`src/rtl/fft_sample_loader_if.sv`:
```
// Sample-in / RAM-write-out bundle between the ADC stream, the FFT loader and FFT_controller.
// slave is the loader's view; master is the view of whoever drives samples and fft_done.
interface fft_sample_loader_if #(
    parameter int ADDR_WIDTH   = 4,
    parameter int DATA_WIDTH   = 18,
    parameter int SAMPLE_WIDTH = 12
);
    logic                    sample_valid;
    logic [SAMPLE_WIDTH-1:0] sample;
    logic                    fft_done;
    logic                    fft_start;
    logic                    load_en;
    logic                    we;
    logic [ADDR_WIDTH-1:0]   waddr;
    logic [DATA_WIDTH-1:0]   wdata_r;
    logic [DATA_WIDTH-1:0]   wdata_i;
    logic                    dropped;

    modport master (
        output sample_valid, sample, fft_done,
        input  fft_start, load_en, we, waddr, wdata_r, wdata_i, dropped
    );

    modport slave (
        input  sample_valid, sample, fft_done,
        output fft_start, load_en, we, waddr, wdata_r, wdata_i, dropped
    );
endinterface

```
`src/rtl/fft_sample_loader.sv`:
```
// Collects 2^ADDR_WIDTH ADC samples into the FFT RAM in bit-reversed order, then hands the RAM off.
// Latency: sample_valid -> RAM write 1 cycle; last sample_valid -> fft_start 2 cycles.
// No backpressure: samples arriving while the FFT owns the RAM are discarded and flagged via dropped.
module fft_sample_loader #(
    parameter int ADDR_WIDTH   = 4,
    parameter int DATA_WIDTH   = 18,
    parameter int SAMPLE_WIDTH = 12
) (
    input  logic               clk,
    input  logic               rst,
    fft_sample_loader_if.slave bus
);
    typedef enum logic [1:0] {
        LOAD  = 2'd0,
        START = 2'd1,
        WAIT  = 2'd2
    } state_t;

    state_t                  state;
    logic [ADDR_WIDTH-1:0]   idx;
    logic signed [SAMPLE_WIDTH-1:0] s;

    // Offset-binary to two's complement is just an MSB flip.
    assign s = {~bus.sample[SAMPLE_WIDTH-1], bus.sample[SAMPLE_WIDTH-2:0]};

    function automatic logic [ADDR_WIDTH-1:0] bitrev(input logic [ADDR_WIDTH-1:0] a);
        logic [ADDR_WIDTH-1:0] r;
        for (int i = 0; i < ADDR_WIDTH; i++) begin
            r[i] = a[ADDR_WIDTH-1-i];
        end
        return r;
    endfunction

    always_ff @(posedge clk or negedge rst) begin
        if (!rst) begin
            state         <= LOAD;
            idx           <= '0;
            bus.load_en   <= 1'b1;
            bus.fft_start <= 1'b0;
            bus.we        <= 1'b0;
            bus.waddr     <= '0;
            bus.wdata_r   <= '0;
            bus.wdata_i   <= '0;
            bus.dropped   <= 1'b0;
        end else begin
            bus.fft_start <= 1'b0;
            bus.we        <= 1'b0;
            bus.dropped   <= 1'b0;
            bus.wdata_i   <= '0;
            case (state)
                LOAD: begin
                    bus.load_en <= 1'b1;
                    if (bus.sample_valid) begin
                        bus.we      <= 1'b1;
                        bus.waddr   <= bitrev(idx);
                        bus.wdata_r <= DATA_WIDTH'(s);
                        idx         <= idx + 1'b1;
                        if (&idx) begin
                            state <= START;
                        end
                    end
                end
                START: begin
                    bus.fft_start <= 1'b1;
                    bus.load_en   <= 1'b0;
                    bus.dropped   <= bus.sample_valid;
                    state         <= WAIT;
                end
                WAIT: begin
                    bus.dropped <= bus.sample_valid;
                    // Ownership returns on the edge that sees fft_done; that cycle's sample is still lost.
                    if (bus.fft_done) begin
                        bus.load_en <= 1'b1;
                        state       <= LOAD;
                    end else begin
                        bus.load_en <= 1'b0;
                    end
                end
                default: begin
                    bus.load_en <= 1'b1;
                    idx         <= '0;
                    state       <= LOAD;
                end
            endcase
        end
    end
endmodule
```
`src/flat_wrapper.sv`:
```
// flat-port wrapper written by rule: the top's interface ports become plain ports
module fft_sample_loader_flat 
#(
    parameter int ADDR_WIDTH   = 4,
    parameter int DATA_WIDTH   = 18,
    parameter int SAMPLE_WIDTH = 12
)
  (clk, rst, bus_sample_valid, bus_sample, bus_fft_done, bus_fft_start, bus_load_en, bus_we, bus_waddr, bus_wdata_r, bus_wdata_i, bus_dropped);
  fft_sample_loader_if #(.ADDR_WIDTH(ADDR_WIDTH), .DATA_WIDTH(DATA_WIDTH), .SAMPLE_WIDTH(SAMPLE_WIDTH)) bus_i ();
  input  logic clk;
  input  logic rst;
  input wire logic [$bits(bus_i.sample_valid)-1:0] bus_sample_valid;
  input wire logic [$bits(bus_i.sample)-1:0] bus_sample;
  input wire logic [$bits(bus_i.fft_done)-1:0] bus_fft_done;
  output wire logic [$bits(bus_i.fft_start)-1:0] bus_fft_start;
  output wire logic [$bits(bus_i.load_en)-1:0] bus_load_en;
  output wire logic [$bits(bus_i.we)-1:0] bus_we;
  output wire logic [$bits(bus_i.waddr)-1:0] bus_waddr;
  output wire logic [$bits(bus_i.wdata_r)-1:0] bus_wdata_r;
  output wire logic [$bits(bus_i.wdata_i)-1:0] bus_wdata_i;
  output wire logic [$bits(bus_i.dropped)-1:0] bus_dropped;
  assign bus_i.sample_valid = bus_sample_valid;
  assign bus_i.sample = bus_sample;
  assign bus_i.fft_done = bus_fft_done;
  assign bus_fft_start = bus_i.fft_start;
  assign bus_load_en = bus_i.load_en;
  assign bus_we = bus_i.we;
  assign bus_waddr = bus_i.waddr;
  assign bus_wdata_r = bus_i.wdata_r;
  assign bus_wdata_i = bus_i.wdata_i;
  assign bus_dropped = bus_i.dropped;
  fft_sample_loader #(.ADDR_WIDTH(ADDR_WIDTH), .DATA_WIDTH(DATA_WIDTH), .SAMPLE_WIDTH(SAMPLE_WIDTH)) u_core (.clk(clk), .rst(rst), .bus(bus_i));
endmodule
```
`config.mk`:
```
export PLATFORM = sky130hd
export DESIGN_NAME = fft_sample_loader_flat
export DESIGN_NICKNAME = d
export VERILOG_FILES = /design/src/rtl/fft_sample_loader_if.sv /design/src/rtl/fft_sample_loader.sv /design/src/flat_wrapper.sv
export SDC_FILE = /design/constraint.sdc
export NUM_CORES = 1
export LEC_CHECK = 0
export CAP_MARGIN = 20
export CORE_ASPECT_RATIO = 2
export CORE_MARGIN = 5
export CORE_UTILIZATION = 36
export CTS_CLUSTER_SIZE = 20
export DETAILED_ROUTE_END_ITERATION = 7
export PLACE_DENSITY = 0.82
export SYNTH_ARGS = -nofsm -noshare
export SYNTH_HDL_FRONTEND = slang
export SYNTH_SLANG_ARGS = --single-unit
```
`constraint.sdc`:
```
create_clock -name clk -period 1.4 [get_ports clk]
set_input_delay 0.14 -clock clk [delete_from_list [all_inputs] [get_ports clk]]
set_output_delay 0.14 -clock clk [all_outputs]
set_load 0.02 [all_outputs]
```
==> impl_metrics.json, run 1 <==
{
  "endpoint_kind": "primary output",
  "drt_first_pass_iters": 2,
  "via_count": 874,
  "avgSynthCellArea_um2": 12.1,
  "worst_setup_path_start_kind": "flop",
  "timing.rr.end": "u_core.state[1]$_DFFE_PN0P_",
  "hp-class": "input pin to async pin",
  "rrSetupSlack_ns": 0.04,
  "final_nets": 172,
  "avgViaCountPerCell": 4.39,
  "path_buf_inv": 1,
  "die_area_um2": 4930,
  "grt_pass1_vias": 938,
  "dp_hpwl_um": 2180,
  "period_minus_slack_ns": 1.37,
  "cap_violations": 0,
  "cts_num_sinks": 26,
  "p_total_w": 0.00425,
  "core_um2": 3420,
  "grt_max_degree": 27,
  "fp.dieW_um": 52.2,
  "port_buffers": 41,
  "htree_levels": 1,
  "dpl.cell_count": 192,
  "drive_gt1_share_pct": 26.5,
  "synth_xor_area_share_pct": 0,
  "ctsHoldBuffers": 0,
  "crit_path_cell_trace": "clkdlybuf4s50_1",
  "syn_to_final_growth_pct": 40.1,
  "instances_no_fill": 199,
  "ctsRootBufferMaster": "clkbuf_8",
  "hold_viol": 0,
  "crit_required_ns": 1.26,
  "path_max_fanout": 2,
  "row_count": 30,
  "syn_area_um2": 1280,
  "wl_per_cell_um": 13.7,
  "finalSetupTns_ns": 0,
  "synth_mux_area_share_pct": 14.0,
  "clock_latency_ns": 0.26,
  "finalSetupViolations": 0,
  "antennaDiodeCount": 0,
  "cpPeakStageDelay_ns": 0.61,
  "yosys.area_share.simple_pct": 7.51,
  "p_leak_nw": 0.924,
  "initialDrtViolationCount": 8,
  "syn_inst": 106,
  "p_per_area_nw_per_um2": 2370,
  "die_y_um": 94.4,
  "critical_path.top_delay_family": "buffers and inverters",
  "clk_pin_slew_worst_paths_ns": 0.08,
  "path_class": "flop to primary output",
  "track_usage_pct": 11.9,
  "mostFrequentLayoutCells": "dfrtp_1 (25), clkdlybuf4s50_1 (22), conb_1 (18)",
  "drt_drc_violations_left": 0,
  "r2r_start": "u_core.state[0]$_DFFE_PN0P_",
  "crit_arrival_ns": 1.23,
  "synth_compound_area_share_pct": 5.37,
  "synthDistinctLibCells": 25,
  "min_period_over_period_pct": 97.6,
  "cts_tree": "done",
  "final_max_slew_viol_count": 0,
  "synthAdderAreaFrac_pct": 3.90,
  "ant_nets": 0,
  "ys_warn_count": 0,
  "clock_skew_ns": 0.00168,
  "finalWeightedCongestion": 0.698,
  "grt_first_pass_wirelength_um": 4420,
  "critPathSlowestCell": "clkdlybuf4s50_1",
  "clockBufferDepth": 2,
  "grt_antenna_before_repair": 0,
  "grt.overflow.total": 0,
  "ys_seq_area_share_pct": 50.8,
  "rr_worst_depth": 5,
  "cts_made_buffers": 3,
  "synth_seq_cells": 26,
  "ir_drop_mv": 1.15,
  "io_pins": 60,
  "fin_util_pct": 52.6,
  "postRouteWirelength_um": 2730,
  "synth_top_family_by_area": "buffers and inverters",
  "final_common_cell": "dfrtp_1",
  "status": "finished, final reports clean",
  "fmax_mhz": 732,
  "start_util_pct": 37.5
}
what timing repair did:
item                       CTS  global route
setup buffers                1             2
pin swaps                    1             0
gates resized for setup     11            15
setup endpoints to repair   11            13
through the flow:
stage                     hold slack, ns  instance area, um2  setup slack (ns)
after detailed placement           0.491                1690           -0.0729
after floorplan                   -0.156                1370            0.0298
after global placement             0.461                1690           -0.0557
final                              0.227                1800            0.0334
after global routing               0.277                1800          -0.00662
after CTS                          0.236                1740           0.00361
report_power, final:
part	internal [W]	total [W]	switching (W)	leakage (nW)
combinational	0.00123	0.00247	0.00124	0.577
clock	0.000251	0.000470	0.000219	0.0288
sequential	0.00111	0.00131	0.000205	0.319
total	0.00258	0.00425	0.00167	0.924
worst max path at each step:
stage | from | to | slack (ns) | depth (start not counted)
after global placement | bus_sample_valid | u_core.state[1]$_DFFE_PN0P_ | -0.06 | 4
after global routing | u_core.state[1]$_DFFE_PN0P_ | u_core.idx[3]$_DFFE_PN0P_ | -0.007 | 4
after floorplan | u_core.state[1]$_DFFE_PN0P_ | u_core.bus.wdata_r[3]$_DFFE_PN0P_ | 0.03 | 6
after CTS | u_core.state[0]$_DFFE_PN0P_ | u_core.state[1]$_DFFE_PN0P_ | 0.004 | 5
final | u_core.bus.wdata_r[6]$_DFFE_PN0P_ | bus_wdata_r[6] | 0.03 | 1
after detailed placement | bus_sample_valid | u_core.state[1]$_DFFE_PN0P_ | -0.07 | 4
area by class of cell:
type / count / area (um2)
fill: 297 / 1620
sequential: 26 / 652
multi-input combinational: 64 / 508
timing repair buffer: 51 / 499
tap: 48 / 60.1
clock buffer: 4 / 55.1
inverter: 6 / 22.5
metal layers:
metal / global-route usage (%) / vias up / wire (um)
met4: 5.76 / 0 / 55
met5: 0 / - / 0
met3: 2.69 / 5 / 189
met1: 11.1 / 439 / 852
met2: 23.1 / 29 / 1640
li1: - / 401 / -
sequential cells by signal, indices dropped and copies added (netlist names):
signal,flops
u_core.bus.load_en,1
u_core.idx,4
u_core.bus.dropped,1
u_core.state,2
u_core.bus.fft_start,1
u_core.bus.we,1
u_core.bus.wdata_r,12
u_core.bus.waddr,4
cells in the mapped netlist:
| cell | n | share of area (%) |
|---|---|---|
| buf_4 | 25 | 15 |
| dfrtp_1 | 25 | 49 |
| mux2_2 | 15 | 13 |
| inv_1 | 6 | 1.8 |
| nand2_1 | 5 | 1.5 |
| ha_1 | 4 | 3.9 |
| o21ai_0 | 4 | 1.6 |
| a21oi_1 | 2 | 0.78 |
| a22o_1 | 2 | 1.4 |
| buf_6 | 2 | 1.8 |
| nand3_1 | 2 | 0.78 |
| a21boi_0 | 1 | 0.59 |
| and2_1 | 1 | 0.49 |
| and4bb_2 | 1 | 0.98 |
| conb_1 | 1 | 0.29 |
| dfstp_2 | 1 | 2.0 |
| mux2i_1 | 1 | 0.78 |
| nand2_2 | 1 | 0.49 |
| nand4_1 | 1 | 0.49 |
| nand4_2 | 1 | 0.98 |
| nor2b_1 | 1 | 0.49 |
| o21a_1 | 1 | 0.59 |
| o22ai_1 | 1 | 0.49 |
| or2b_1 | 1 | 0.59 |
| or4b_1 | 1 | 0.78 |
cell families after synthesis:
| family | Yosys count |
|---|---|
| compound gates | 11 |
| other cells | 1 |
| simple gates | 15 |
| buf+inv | 33 |
| mux | 16 |
| flops | 26 |
| fa+ha+maj | 4 |
No activity file was read; power rests on OpenSTA's default activity.
==> run 2: changes to the inputs <==
- CAP_MARGIN: 20 -> 10
- CORE_ASPECT_RATIO: 2 -> default
- CORE_UTILIZATION: 36 -> 55
- DONT_BUFFER_PORTS: default -> 1
- PLACE_DENSITY: 0.82 -> 0.81
==> run 2 against run 1 <==
- setup slack lost 0.0029 ns
- non-clock buffer count down 30
- sequential power up 27%
- hold slack worse by 0.22 ns
- wire length shrank 17%
- largest cell class unchanged
- core utilization up 14 points
- maximum frequency shrank 0.21%
- combinational power decreased by 42%
- cell area decreased by 18%
- highest routed layer unchanged
- global-route usage is 2.0 points higher
- register-to-register slack about the same
- via count fell by 17%
==> impl_metrics.json, run 2 (same netlist as run 1, synthesis figures left out) <==
{
  "grt_max_degree": 27,
  "grt.overflow.total": 0,
  "mostFrequentLayoutCells": "dfrtp_1 (25), conb_1 (18), dlygate4sd3_1 (15)",
  "rsz0062_at_grt": "no",
  "via_count": 726,
  "critPathSlowestCell": "or4b_1",
  "clock_skew_ns": 0.00590,
  "ir_drop_mv": 1.44,
  "period_minus_slack_ns": 1.37,
  "largest_register_ffs": 12,
  "die_area_um2": 3400,
  "path_class": "flop to flop",
  "path_max_fanout": 8,
  "start_util_pct": 58.0,
  "crit_path_cell_trace": "inv_2 > ha_4 > or4b_1 > nand3_1",
  "grt_pass1_vias": 780,
  "final_nets": 142,
  "final_common_cell": "dfrtp_1",
  "wl_per_cell_um": 15.3,
  "die_y_um": 58.3,
  "track_usage_pct": 13.9,
  "grt_first_pass_wirelength_um": 3600,
  "finalSetupViolations": 0,
  "cts_made_buffers": 3,
  "top_regs": "u_core.bus.wdata_r x12, u_core.bus.waddr x4, u_core.idx x4",
  "grt_antenna_before_repair": 0,
  "setup_slack_ns": 0.0305,
  "crit_required_ns": 1.67,
  "cap_violations": 0,
  "use_met2_pct": 24.9,
  "placed_area_um2": 1220,
  "cpPeakStageDelay_ns": 0.48,
  "endpoint_kind": "flop",
  "initialDrtViolationCount": 16,
  "row_count": 17,
  "syn_to_final_growth_pct": 15.2,
  "hp-class": "input pin to flop",
  "postRouteWirelength_um": 2280,
  "p_total_w": 0.00361,
  "fmax_mhz": 730,
  "dp_hpwl_um": 1490,
  "p_leak_nw": 0.685,
  "core_um2": 2210,
  "avgViaCountPerCell": 4.87,
  "clock_latency_ns": 0.32,
  "final_max_slew_viol_count": 0,
  "fp.dieW_um": 58.3,
  "clk_pin_slew_worst_paths_ns": 0.14,
  "grt_use_met1_pct": 15.7,
  "postLayoutCellArea_um2": 1480,
  "finalWeightedCongestion": 0.680,
  "hold_viol": 0,
  "worst_setup_path_start_kind": "flop",
  "status": "finished, final reports clean",
  "grt_busiest_layer": "met2",
  "min_period_over_period_pct": 97.8,
  "place_ws_ns": -0.0234,
  "ctsRootBufferMaster": "clkbuf_4",
  "drt_first_pass_iters": 4,
  "p_per_area_nw_per_um2": 2450,
  "drt_drc_violations_left": 0,
  "drive_gt1_share_pct": 29.8,
  "met3_usage_pct": 4.61,
  "nFillCells": 165,
  "clockBufferDepth": 2,
  "cts_tree": "done",
  "io_pins": 60,
  "htree_levels": 1,
  "antennaDiodeCount": 0,
  "crit_arrival_ns": 1.64,
  "ant_nets": 0,
  "cts_num_sinks": 26,
  "port_buffers": 0,
  "largest_register": "u_core.bus.wdata_r"
}
-- run 2: changes by cell type in the layout (fill, tap and decap cells not counted), moves of 2 or more --
cell,delta
dlymetal6s2s_1,-10
ha_2,+2
dlygate4sd2_1,-9
dlygate4sd3_1,+15
clkdlybuf4s50_1,-22
ha_1,-2
clkbuf_4,+3
buf_4,-5
clkbuf_8,-4
-- run 2: cell type report --
type | instances | area (um2) | area share, %
clock inverter | 1 | 30.0 | 2.03
inverter | 6 | 22.5 | 1.52
clock buffer | 3 | 22.5 | 1.52
tap | 28 | 35.0 | 2.37
sequential | 26 | 652 | 44.1
timing repair buffer | 21 | 208 | 14.1
multi-input combinational | 64 | 508 | 34.4
-- run 2: routing by layer --
metal	wire, um	vias to the layer above
li1	-	340
met1	842	338
met2	1140	44
met3	275	4
met4	23	0
met5	0	-
-- run 2: worst paths after layout --
check,start,to,slack (ns),depth (start not counted)
max in group asynchronous,rst,u_core.bus.load_en$_DFF_PN1_,0.94,2
max reg2reg,u_core.state[1]$_DFFE_PN0P_,u_core.idx[3]$_DFFE_PN0P_,0.03,4
min in group asynchronous,rst,u_core.bus.wdata_r[5]$_DFFE_PN0P_,0.23,2
min,bus_sample_valid,u_core.bus.we$_DFF_PN0_,0.008,2
min reg2reg,u_core.bus.wdata_r[11]$_DFFE_PN0P_,u_core.bus.wdata_r[11]$_DFFE_PN0P_,0.51,2
max,u_core.state[1]$_DFFE_PN0P_,u_core.idx[3]$_DFFE_PN0P_,0.03,4
-- run 2: timing repair --
item | in CTS | in global routing
hold buffers | 15 | 1
pin swaps | 1 | 3
hold endpoints to repair | 39 | 1
gates resized for setup | 2 | 6
buffers inserted | 2 | 0
setup endpoints to repair | 2 | 1
-- run 2: stage by stage --
step / hold slack (ns) / TNS (ns) / utilization [%] / cells
after floorplan: -0.156 / 0 / - / 123
after global placement: -0.155 / 0 / 55.1 / 127
after detailed placement: -0.155 / -0.0270 / 55.1 / 127
after CTS: 0.00916 / 0 / 65.4 / 148
after global routing: 0.0102 / 0 / 66.8 / 149
final: 0.00833 / 0 / 66.8 / 149
-- run 2: worst max-delay path: cells and delay by family, from the launching register on --
family                     cells  cell delay [ns]
and+or+nand+nor                2             0.57
DFF                            1             0.44
adders and majority gates      1             0.22
buffers and inverters          1             0.10
-- run 2: power by group --
part	switching [W]	internal [W]	leakage (nW)	total, W
combinational	0.000736	0.000708	0.339	0.00144
clock	0.000221	0.000290	0.0279	0.000510
sequential	0.000555	0.00110	0.319	0.00166
total	0.00151	0.00210	0.685	0.00361
==> run 3: changes to the inputs <==
- CORE_MARGIN: 5 -> 2
==> run 3 against run 2 <==
- core utilization decreased by 0.90 points
- wire length decreased by 12%
- non-clock buffer count unchanged
- clock-buffer cell count increased by 1
- sequential cell count unchanged
- clock power decreased by 26%
- hold slack improved by 0.0041 ns
- cell count unchanged
- power decreased by 2.7%
- critical path type unchanged
- critical endpoint is now u_core.state[1]$_DFFE_PN0P_
- largest cell class unchanged
- highest routed layer unchanged
==> impl_metrics.json, run 3 (same netlist as run 1, synthesis figures left out) <==
{
  "cap_violations": 0,
  "setup_slack_ns": 0.0322,
  "ir_drop_mv": 2.07,
  "seqCellArea_um2": 652,
  "io_pins": 60,
  "grt_antenna_before_repair": 0,
  "antennaDiodeCount": 0,
  "cts_made_buffers": 3,
  "cts_num_sinks": 26,
  "grt_max_degree": 27,
  "finalSetupViolations": 0,
  "pwr-share-comb_pct": 42.4,
  "port_buffers": 0,
  "initialDrtViolationCount": 0,
  "cts_tree": "done",
  "rr_worst_depth": 5,
  "crit_arrival_ns": 1.59,
  "postRouteWirelength_um": 2000,
  "clockBufferDepth": 2,
  "endpoint_kind": "flop",
  "grt_pass1_vias": 776,
  "fin_util_pct": 65.9,
  "die_y_um": 52.3,
  "placed_area_um2": 1230,
  "p_leak_nw": 0.684,
  "final_max_slew_viol_count": 0,
  "largest_register": "u_core.bus.wdata_r",
  "hold_viol": 0,
  "drt_drc_violations_left": 0,
  "path_class": "flop to flop",
  "syn_to_final_growth_pct": 13.7,
  "die_area_um2": 2730,
  "power_switching_w": 0.00151,
  "internal_power_w": 0.00200,
  "min_period_over_period_pct": 97.7,
  "clk_pin_slew_worst_paths_ns": 0.13,
  "final_nets": 142,
  "pwr-share-seq_pct": 46.9,
  "start_util_pct": 58.0,
  "nFillCells": 164,
  "period_minus_slack_ns": 1.37,
  "grt.overflow.total": 0,
  "place_ws_ns": -0.0374,
  "dp_hpwl_um": 1360,
  "p_per_area_nw_per_um2": 2410,
  "ant_nets": 0,
  "multi_input_area_um2": 507,
  "worst_setup_path_start_kind": "flop",
  "row_count": 17,
  "final_common_cell": "dfrtp_1",
  "fmax_mhz": 731,
  "via_count": 743,
  "wl_per_cell_um": 13.4,
  "path_max_fanout": 3,
  "htree_levels": 1,
  "track_usage_pct": 15.8,
  "status": "finished, final reports clean",
  "avgViaCountPerCell": 4.99,
  "ctsRootBufferMaster": "clkbuf_4",
  "clock_skew_ns": 0.00264,
  "p_clk_share_pct": 10.7,
  "finalWeightedCongestion": 0.690,
  "holdPathStages": 2,
  "clock_latency_ns": 0.32,
  "postLayoutCellArea_um2": 1460,
  "drive_gt1_share_pct": 30.6,
  "swShare_pct": 43.0,
  "top_regs": "u_core.bus.wdata_r x12, u_core.bus.waddr x4, u_core.idx x4",
  "fp.dieW_um": 52.3,
  "p_total_w": 0.00351,
  "whs_ns": 0.0125,
  "mostFrequentLayoutCells": "dfrtp_1 (25), conb_1 (18), mux2_2 (14), dlygate4sd3_1 (14), buf_4 (6)",
  "core_um2": 2210,
  "largest_register_ffs": 12,
  "hp-class": "input pin to flop",
  "crit_required_ns": 1.62,
  "drt_first_pass_iters": 1,
  "grt_first_pass_wirelength_um": 3140
}
run 3: metrics by stage:
| stage | TNS (ns) | instances |
|---|---|---|
| 2_1_floorplan | 0 | 123 |
| 3_3_place_gp | 0 | 128 |
| 3_5_place_dp | -0.0374 | 128 |
| 4_1_cts | 0 | 149 |
| 5_1_grt | -0.00144 | 149 |
| 6_report | 0 | 149 |
run 3: metal layers:
layer,global-route usage [%],part of all wire (%),wire length [um],vias to the layer above
met5,0,0,0,-
met1,15.8,39,782,359
met4,6.84,1.2,23,0
met3,4.57,10,200,3
li1,-,-,-,342
met2,29.8,50,991,39
run 3: worst paths after layout:
kind / slack [ns] / from / to
worst min register to register: 0.52 / u_core.bus.wdata_r[11]$_DFFE_PN0P_ / u_core.bus.wdata_r[11]$_DFFE_PN0P_
worst min-delay path: 0.01 / bus_sample_valid / u_core.bus.we$_DFF_PN0_
worst max-delay path: 0.03 / u_core.state[0]$_DFFE_PN0P_ / u_core.state[1]$_DFFE_PN0P_
min in group asynchronous: 0.24 / rst / u_core.bus.wdata_r[5]$_DFFE_PN0P_
worst max register to register: 0.03 / u_core.state[0]$_DFFE_PN0P_ / u_core.state[1]$_DFFE_PN0P_
max in group asynchronous: 0.93 / rst / u_core.bus.load_en$_DFF_PN1_
run 3: what timing repair did:
item,CTS,global route
buffers inserted,2,0
setup endpoints to repair,2,3
resized for setup,2,5
pin swaps,1,2
hold buffers,15,0
endpoints found under the hold margin,39,0
run 3: worst max-delay path: stages, from the launching register on:
cell and delay (ns):
dfrtp_1 0.40, inv_2 0.07, ha_1 0.20, nor2b_2 0.16
a21oi_2 0.13, mux2_4 0.31
run 3: area by class of cell:
type                            instances  share of cell area (%)
Sequential cell                        26                    44.7
Multi-Input combinational cell         64                    34.8
Timing Repair Buffer                   21                    14.1
Clock buffer                            4                    2.49
Tap cell                               28                    2.40
Inverter                                6                    1.55
run 3: power by group through the flow:
stage | logic [W] | registers, W | clock network, W
3_5_place_dp | 0.00131 | 0.00167 | 0
4_1_cts | 0.00144 | 0.00165 | 0.000385
5_1_grt | 0.00164 | 0.00171 | 0.000422
3_3_place_gp | 0.00126 | 0.00165 | 0
2_1_floorplan | 0.00122 | 0.00166 | 0
6_report | 0.00149 | 0.00165 | 0.000375
